--- src/rtl/mmio_pkg.sv ---
// Shared types and helpers for the MMIO interconnect.
package mmio_pkg;

  typedef enum logic [1:0] {
    ST_IDLE   = 2'd0,
    ST_ACCESS = 2'd1,
    ST_DONE   = 2'd2
  } state_t;

  typedef enum logic [1:0] {
    ERR_NONE    = 2'd0,
    ERR_DECODE  = 2'd1,
    ERR_TIMEOUT = 2'd2
  } err_t;

  // Bit offset of slave idx within the flattened s_rdata bus.
  function automatic int unsigned slice_lo(input int unsigned idx, input int unsigned width);
    return idx * width;
  endfunction

endpackage

--- src/rtl/mmio_interconnect_bus_timeout.sv ---
// Access watchdog: counts cycles while enabled, flags the cycle whose
// increment would bring the count to TIMEOUT.
module bus_timeout #(
  parameter int TIMEOUT = 255
) (
  input  logic clk,
  input  logic rst,
  input  logic clear,
  input  logic enable,
  output logic expired
);

  localparam int CNT_W = $clog2(TIMEOUT + 1);

  logic [CNT_W-1:0] count;

  // Expired is combinational so the owner can leave on the TIMEOUT-th
  // waiting cycle instead of one cycle later.
  assign expired = enable && (count == CNT_W'(TIMEOUT - 1));

  // Cycle counter with synchronous clear and async reset.
  always_ff @(posedge clk or posedge rst) begin
    if (rst) begin
      count <= '0;
    end else if (clear) begin
      count <= '0;
    end else if (enable && !expired) begin
      count <= count + CNT_W'(1);
    end
  end

endmodule

--- src/rtl/mmio_interconnect.sv ---
// CPU data port to NUM_SLAVES memory-mapped peripherals: address decode,
// req/ready handshake, read-data return, decode and timeout errors.
module mmio_interconnect
  import mmio_pkg::*;
#(
  parameter int NUM_SLAVES = 4,
  parameter int ADDR_W     = 32,
  parameter int DATA_W     = 32,
  parameter int SEL_HI     = 31,
  parameter int SEL_LO     = 28,
  parameter int TIMEOUT    = 255
) (
  input  logic                         clk,
  input  logic                         rst,
  input  logic                         m_req,
  input  logic                         m_rw,
  input  logic [ADDR_W-1:0]            m_addr,
  input  logic [DATA_W-1:0]            m_wdata,
  output logic [DATA_W-1:0]            m_rdata,
  output logic                         m_ready,
  output logic                         m_err,
  output logic                         busy,
  output logic [NUM_SLAVES-1:0]        s_req,
  output logic                         s_rw,
  output logic [ADDR_W-1:0]            s_addr,
  output logic [DATA_W-1:0]            s_wdata,
  input  logic [NUM_SLAVES*DATA_W-1:0] s_rdata,
  input  logic [NUM_SLAVES-1:0]        s_ready
);

  localparam int SEL_W = SEL_HI - SEL_LO + 1;
  localparam int IDX_W = (NUM_SLAVES > 1) ? $clog2(NUM_SLAVES) : 1;

  state_t             state;
  err_t               err_q;
  logic [IDX_W-1:0]   idx_q;
  logic [SEL_W-1:0]   sel_field;
  logic [IDX_W-1:0]   sel_idx;
  logic               sel_ok;
  logic               expired;
  logic [DATA_W-1:0]  rdata_arr [NUM_SLAVES];

  for (genvar g = 0; g < NUM_SLAVES; g++) begin : g_slice
    assign rdata_arr[g] = s_rdata[slice_lo(g, DATA_W) +: DATA_W];
  end

  // Decode the slave index from the live master address.
  always_comb begin
    sel_field = m_addr[SEL_HI:SEL_LO];
    sel_ok    = 32'(sel_field) < 32'(NUM_SLAVES);
    sel_idx   = IDX_W'(sel_field);
  end

  bus_timeout #(
    .TIMEOUT (TIMEOUT)
  ) u_timeout (
    .clk     (clk),
    .rst     (rst),
    .clear   (state != ST_ACCESS),
    .enable  (state == ST_ACCESS),
    .expired (expired)
  );

  // Access FSM with all master/slave outputs registered.
  always_ff @(posedge clk or posedge rst) begin
    if (rst) begin
      state   <= ST_IDLE;
      err_q   <= ERR_NONE;
      idx_q   <= '0;
      s_req   <= '0;
      s_rw    <= 1'b0;
      s_addr  <= '0;
      s_wdata <= '0;
      m_rdata <= '0;
      m_ready <= 1'b0;
      m_err   <= 1'b0;
      busy    <= 1'b0;
    end else begin
      case (state)
        ST_IDLE: begin
          m_ready <= 1'b0;
          m_err   <= 1'b0;
          if (m_req) begin
            busy <= 1'b1;
            if (sel_ok) begin
              idx_q   <= sel_idx;
              s_addr  <= m_addr;
              s_wdata <= m_wdata;
              s_rw    <= m_rw;
              s_req   <= NUM_SLAVES'(1) << sel_idx;
              err_q   <= ERR_NONE;
              state   <= ST_ACCESS;
            end else begin
              err_q   <= ERR_DECODE;
              m_rdata <= '0;
              state   <= ST_DONE;
            end
          end
        end
        ST_ACCESS: begin
          // Ready is tested first so it wins over a same-cycle timeout.
          if (s_ready[idx_q]) begin
            if (!s_rw) begin
              m_rdata <= rdata_arr[idx_q];
            end
            s_req <= '0;
            err_q <= ERR_NONE;
            state <= ST_DONE;
          end else if (expired) begin
            s_req   <= '0;
            err_q   <= ERR_TIMEOUT;
            m_rdata <= '0;
            state   <= ST_DONE;
          end
        end
        ST_DONE: begin
          m_ready <= 1'b1;
          m_err   <= (err_q != ERR_NONE);
          busy    <= 1'b0;
          state   <= ST_IDLE;
        end
        default: begin
          busy  <= 1'b0;
          state <= ST_IDLE;
        end
      endcase
    end
  end

endmodule

--- config.mk ---
export PLATFORM = sky130hd
export DESIGN_NAME = mmio_interconnect
export DESIGN_NICKNAME = d
export VERILOG_FILES = /design/src/rtl/mmio_pkg.sv /design/src/rtl/mmio_interconnect_bus_timeout.sv /design/src/rtl/mmio_interconnect.sv
export SDC_FILE = /design/constraint.sdc
export NUM_CORES = 1
export LEC_CHECK = 0
export BUFFER_PORTS_ARGS = -buffer_cell sky130_fd_sc_hd__buf_2
export CAP_MARGIN = 20
export CORE_AREA = 2 2 119 121
export CTS_CLUSTER_SIZE = 28
export DETAILED_ROUTE_END_ITERATION = 7
export DIE_AREA = 0 0 121 123
export GPL_TIMING_DRIVEN = 0
export PLACE_DENSITY = 0.76
export SETUP_SLACK_MARGIN = 0.2
export SLEW_MARGIN = 20
export SYNTH_ARGS = -nofsm -noshare
export SYNTH_HDL_FRONTEND = slang
export SYNTH_SLANG_ARGS = --single-unit
--- constraint.sdc ---
create_clock -name clk -period 4.4 [get_ports clk]
set_clock_uncertainty 0.2 [all_clocks]
set_input_delay 0.22 -clock clk [delete_from_list [all_inputs] [get_ports clk]]
set_output_delay 0.22 -clock clk [all_outputs]
set_load 0.05 [all_outputs]
# Word-level counts from Yosys, hierarchy flattened
# Cells that the tools add are included.
# totals
latch_bits,0
regBits,118
ram_bits,0
n_memories,0
rom_bits,0
# op_classes
n_eq_ne,9
order_cmp,3
shifts,1
multipliers,0
mux,31
bitwise,2
n_reduce_logical,14
add_sub_neg,1
div_mod_pow,0
# ops
cell,n
32-bit two-way mux,7
32-bit binary-select mux with 2-bit select,1
32-bit case mux with 2 select lines,1
4-bit two-way mux,4
8-bit two-way mux,2
2-bit two-way mux,6
8-bit by 1-bit adder with 8-bit output (second input constant),1
8-bit == test (second input constant),1
2-bit case mux with 2 select lines,2
4-bit case mux with 2 select lines,1
2-bit nonzero test,4
2-bit inequality test (second input constant),3
3-bit inequality test (second input constant),2
1-bit case mux with 2 select lines,3
3-bit AND reduction,2
5-bit AND reduction,1
4-bit by 3-bit < comparator with 1-bit output (second input constant),1
2-bit AND reduction,2
4-bit AND reduction,1
1-bit by 2-bit << shifter with 4-bit output (first input constant),1
3-bit >= comparator (second input constant),1
2-bit by 3-bit < comparator with 1-bit output (second input constant),1
1-bit two-way mux,3
2-bit NOT with 3-bit output,1
other kinds (8),9

# Longest topological paths before layout
# depth
word_depth,7
depth_mapped,7
mapped_depth_nobuf,6

# By module
# Synthesis repeated with hierarchy kept, for this count alone.
# unflattened
hier_cells,561
hier_area_um2,5594.1
# by_module_without_submodules
mod,seq_area_each_um2,area_each_um2,n_inst,cells_per_inst
mmio_interconnect,2702.6,5094.9,1,511
bus_timeout,200.2,499.2,1,50

# Least setup slack after synthesis
# OpenSTA, ideal clock, no wires.
# synth_timing
kind,reg2reg
from,register s_addr[29] (netlist name)
to,register s_req[2]
path_buffers,1
slack_ns,2.145
path_stages_with_launch,6
arrival_ns,1.930
required_ns,4.075
cell_sequence,dfrtp_1 -> buf_4 -> mux2_1 -> o22ai_4 -> a221o_2 -> mux2_4
# synth_lines
item,line,rtl
"end signal, assigned",mmio_interconnect.sv:90,s_req <= NUM_SLAVES'(1) << sel_idx;
"end, declared",mmio_interconnect.sv:23,"output logic [NUM_SLAVES-1:0] s_req,"

==> impl_metrics.toml <==
[run_status]
status = "complete, no violations"

[layout]
area_growth_syn_to_layout_pct = 52.5
nets = 1044
drive_gt1_frac = 0.554

[synth]
synth_cells = 451
ys_top_cells_by_area = "dfrtp_1 50%, mux4_2 13%, mux2_2 11%"
synth-edff-count = 0
synth_area_um2 = 5770
yosysTopAreaCell = "dfrtp_1"
yosys.area.top_type_share = 0.503
synth_warnings = 0
async_reset_ff_frac = 1.00
syn_nets = 653
syn_area_per_cell_um2 = 12.8
synth_seq_cells = 116
synth_top_flop_cell = "dfrtp_1"
ys_seq_area_frac = 0.503
ys_types = 43

[timing]
worst_slew_pin_slew_ns = 0.642
hold_viol = 0
post-route-period-util = 0.533
rsz0062_at_grt = "no"
tns_ns = 0
max_freq_mhz = 427
finalMaxSlewViolations = 0
setup_viol = 0
layout_min_cycle_time_ns = 2.34
holdWs_ns = 0.0612
slew_headroom = 0.572

[routing]
wirelength_mm = 19.6
viasPerCell = 5.08
ant_nets = 0
wl_per_cell_um = 18.9
dr_total_vias = 5269
drt-initial-drc-count = 307
dr.pass1.iters = 4
drcViolationCount = 0

[place]
globalplace.congestion = 0.808
place_hpwl_mm = 13.5
io_buffer_count = 303

[clocking]
postCtsSetupBuffers = 0
cts_resized = 0
max-clock-path-buffers = 2
clk_pin_slew_worst_paths_ns = 0.06
cts_buffers = 17
cts_sinks = 116
holdBufCountCts = 68
cts_tree = "built"
root_buffer = "clkbuf_16"
insertion_delay_ns = 0.41
htree_num_levels = 4

[grt]
antenna_found_initial = 2
grtUsageTotal = 0.262
grt_max_degree = 65
first_global_vias = 5553
grt_overflow_total = 0
grt_pass1_wl_mm = 29.5

[floorplan]
coreArea_um2 = 13600
die_area_um2 = 14900
core.rowCount = 43
die_w_um = 121
io_pins = 304
initial_core_util = 0.424
die_h_um = 123

[critical_path]
path_class = "reg2reg"
cp-end-kind = "flop"
arrival_ns = 2.49
startpoint_type = "flop"
cp.required_ns = 4.55
path_max_fanout = 9

[min_path]
worstHoldPathType = "in2reg"

[power_and_ir_drop]
peakVddDrop_uv = 538
leakagePower_uw = 0.00421
p_per_area_nw_per_um2 = 676

[job]
max-cap-violations = 0
-- final cells by class --
| cell class | instances | area, um^2 |
|---|---|---|
| multi-input cells | 265 | 2540 |
| diodes | 2 | 5.00 |
| plain buffers | 32 | 189 |
| well taps | 180 | 225 |
| flip-flops and latches | 116 | 2900 |
| repair buffers | 372 | 2220 |
| inverters | 38 | 148 |
| clock buffers | 17 | 425 |
| clock inverters | 15 | 146 |
| fillers | 1019 | 4810 |
-- Yosys cell counts, types with 5 or more instances --
master / instances
o21ai_0: 7
a21oi_1: 5
buf_2: 16
inv_1: 38
nand2_1: 40
nand3_1: 25
mux2_1: 5
nand3_2: 10
mux4_2: 33
dfrtp_1: 116
o211ai_1: 30
buf_6: 5
nor2_1: 10
mux2_2: 58
-- worst max-delay path, cell delays in order (launching register included) --
cell	delay, ns
dfrtp_1	0.41
buf_6	0.17
or3b_1	0.40
o22ai_4	0.20
a21oi_1	0.17
o22ai_1	0.18
dlygate4sd3_1	0.57
-- sequential cells by signal, indices dropped and copies added, names as in the netlist --
name             count
s_wdata             32
m_rdata             32
m_err                1
s_rw                 1
u_timeout.count      8
err_q                2
state                2
m_ready              1
s_req                4
busy                 1
s_addr              32
-- placed cells by master, fill, tap and decap left out, types with 7 or more instances in the layout --
cell type / n
buf_2: 319
clkbuf_16: 17
dfrtp_1: 116
dlygate4sd3_1: 68
inv_1: 37
inv_6: 7
mux2_2: 58
mux4_2: 33
nand2_1: 40
nand3_1: 25
nand3_2: 10
nor2_1: 10
o211ai_1: 30
o21ai_0: 7
-- per-layer routing --
layer | vias to the layer above | GRT usage | wire (um) | part of all wire
met5 | - | 0 | 0 | 0
met4 | 0 | 0.0945 | 430 | 0.022
met3 | 33 | 0.0798 | 1460 | 0.075
met2 | 257 | 0.455 | 9990 | 0.51
met1 | 2557 | 0.307 | 7670 | 0.39
li1 | 2422 | - | - | -
-- cell families after synthesis --
logic type | after synthesis | share of synthesized area
AOI/OAI and AO/OA | 56 | 0.0733
xor gates and xnor gates | 4 | 0.00607
adders and majority gates | 2 | 0.00434
buffers and inverters | 70 | 0.0575
DFF | 116 | 0.503
muxes | 100 | 0.261
and+or+nand+nor | 103 | 0.0945
-- path summary, 6_finish.rpt --
kind	start	end	slack, ns	cells past startpoint
worst max-delay path	s_addr[28]	err_q[0]	2.06	6
worst min-delay path	s_rdata[97]	m_rdata[1]	0.06	4
max in group asynchronous	rst	m_rdata[28]	3.10	4
worst max register to register	s_addr[28]	err_q[0]	2.06	6
min in group asynchronous	rst	s_addr[0]	0.20	3
worst min register to register	m_ready	m_ready	0.29	2
-- per-stage QoR --
stage                     power (uW)  cells   util  instance area (um^2)  setup slack [ns]
after CTS                       5930   1035  0.646                  8800              2.03
final                           5950   1037  0.647                  8800              2.06
after global routing            6200   1035  0.646                  8800              1.89
after floorplan                 3770    451      -                  5770             0.908
after detailed placement        4510    935  0.554                  7540              2.04
after global placement          4460    934  0.552                  7510            -0.553
-- power breakdown --
group	leakage [uW]	switching [uW]	internal, uW	total (uW)
Sequential	0.00147	236	1430	1660
Combinational	0.00247	2020	919	2940
Clock	0.000270	557	791	1350
Note: power is estimated with default switching activity, not from simulation.
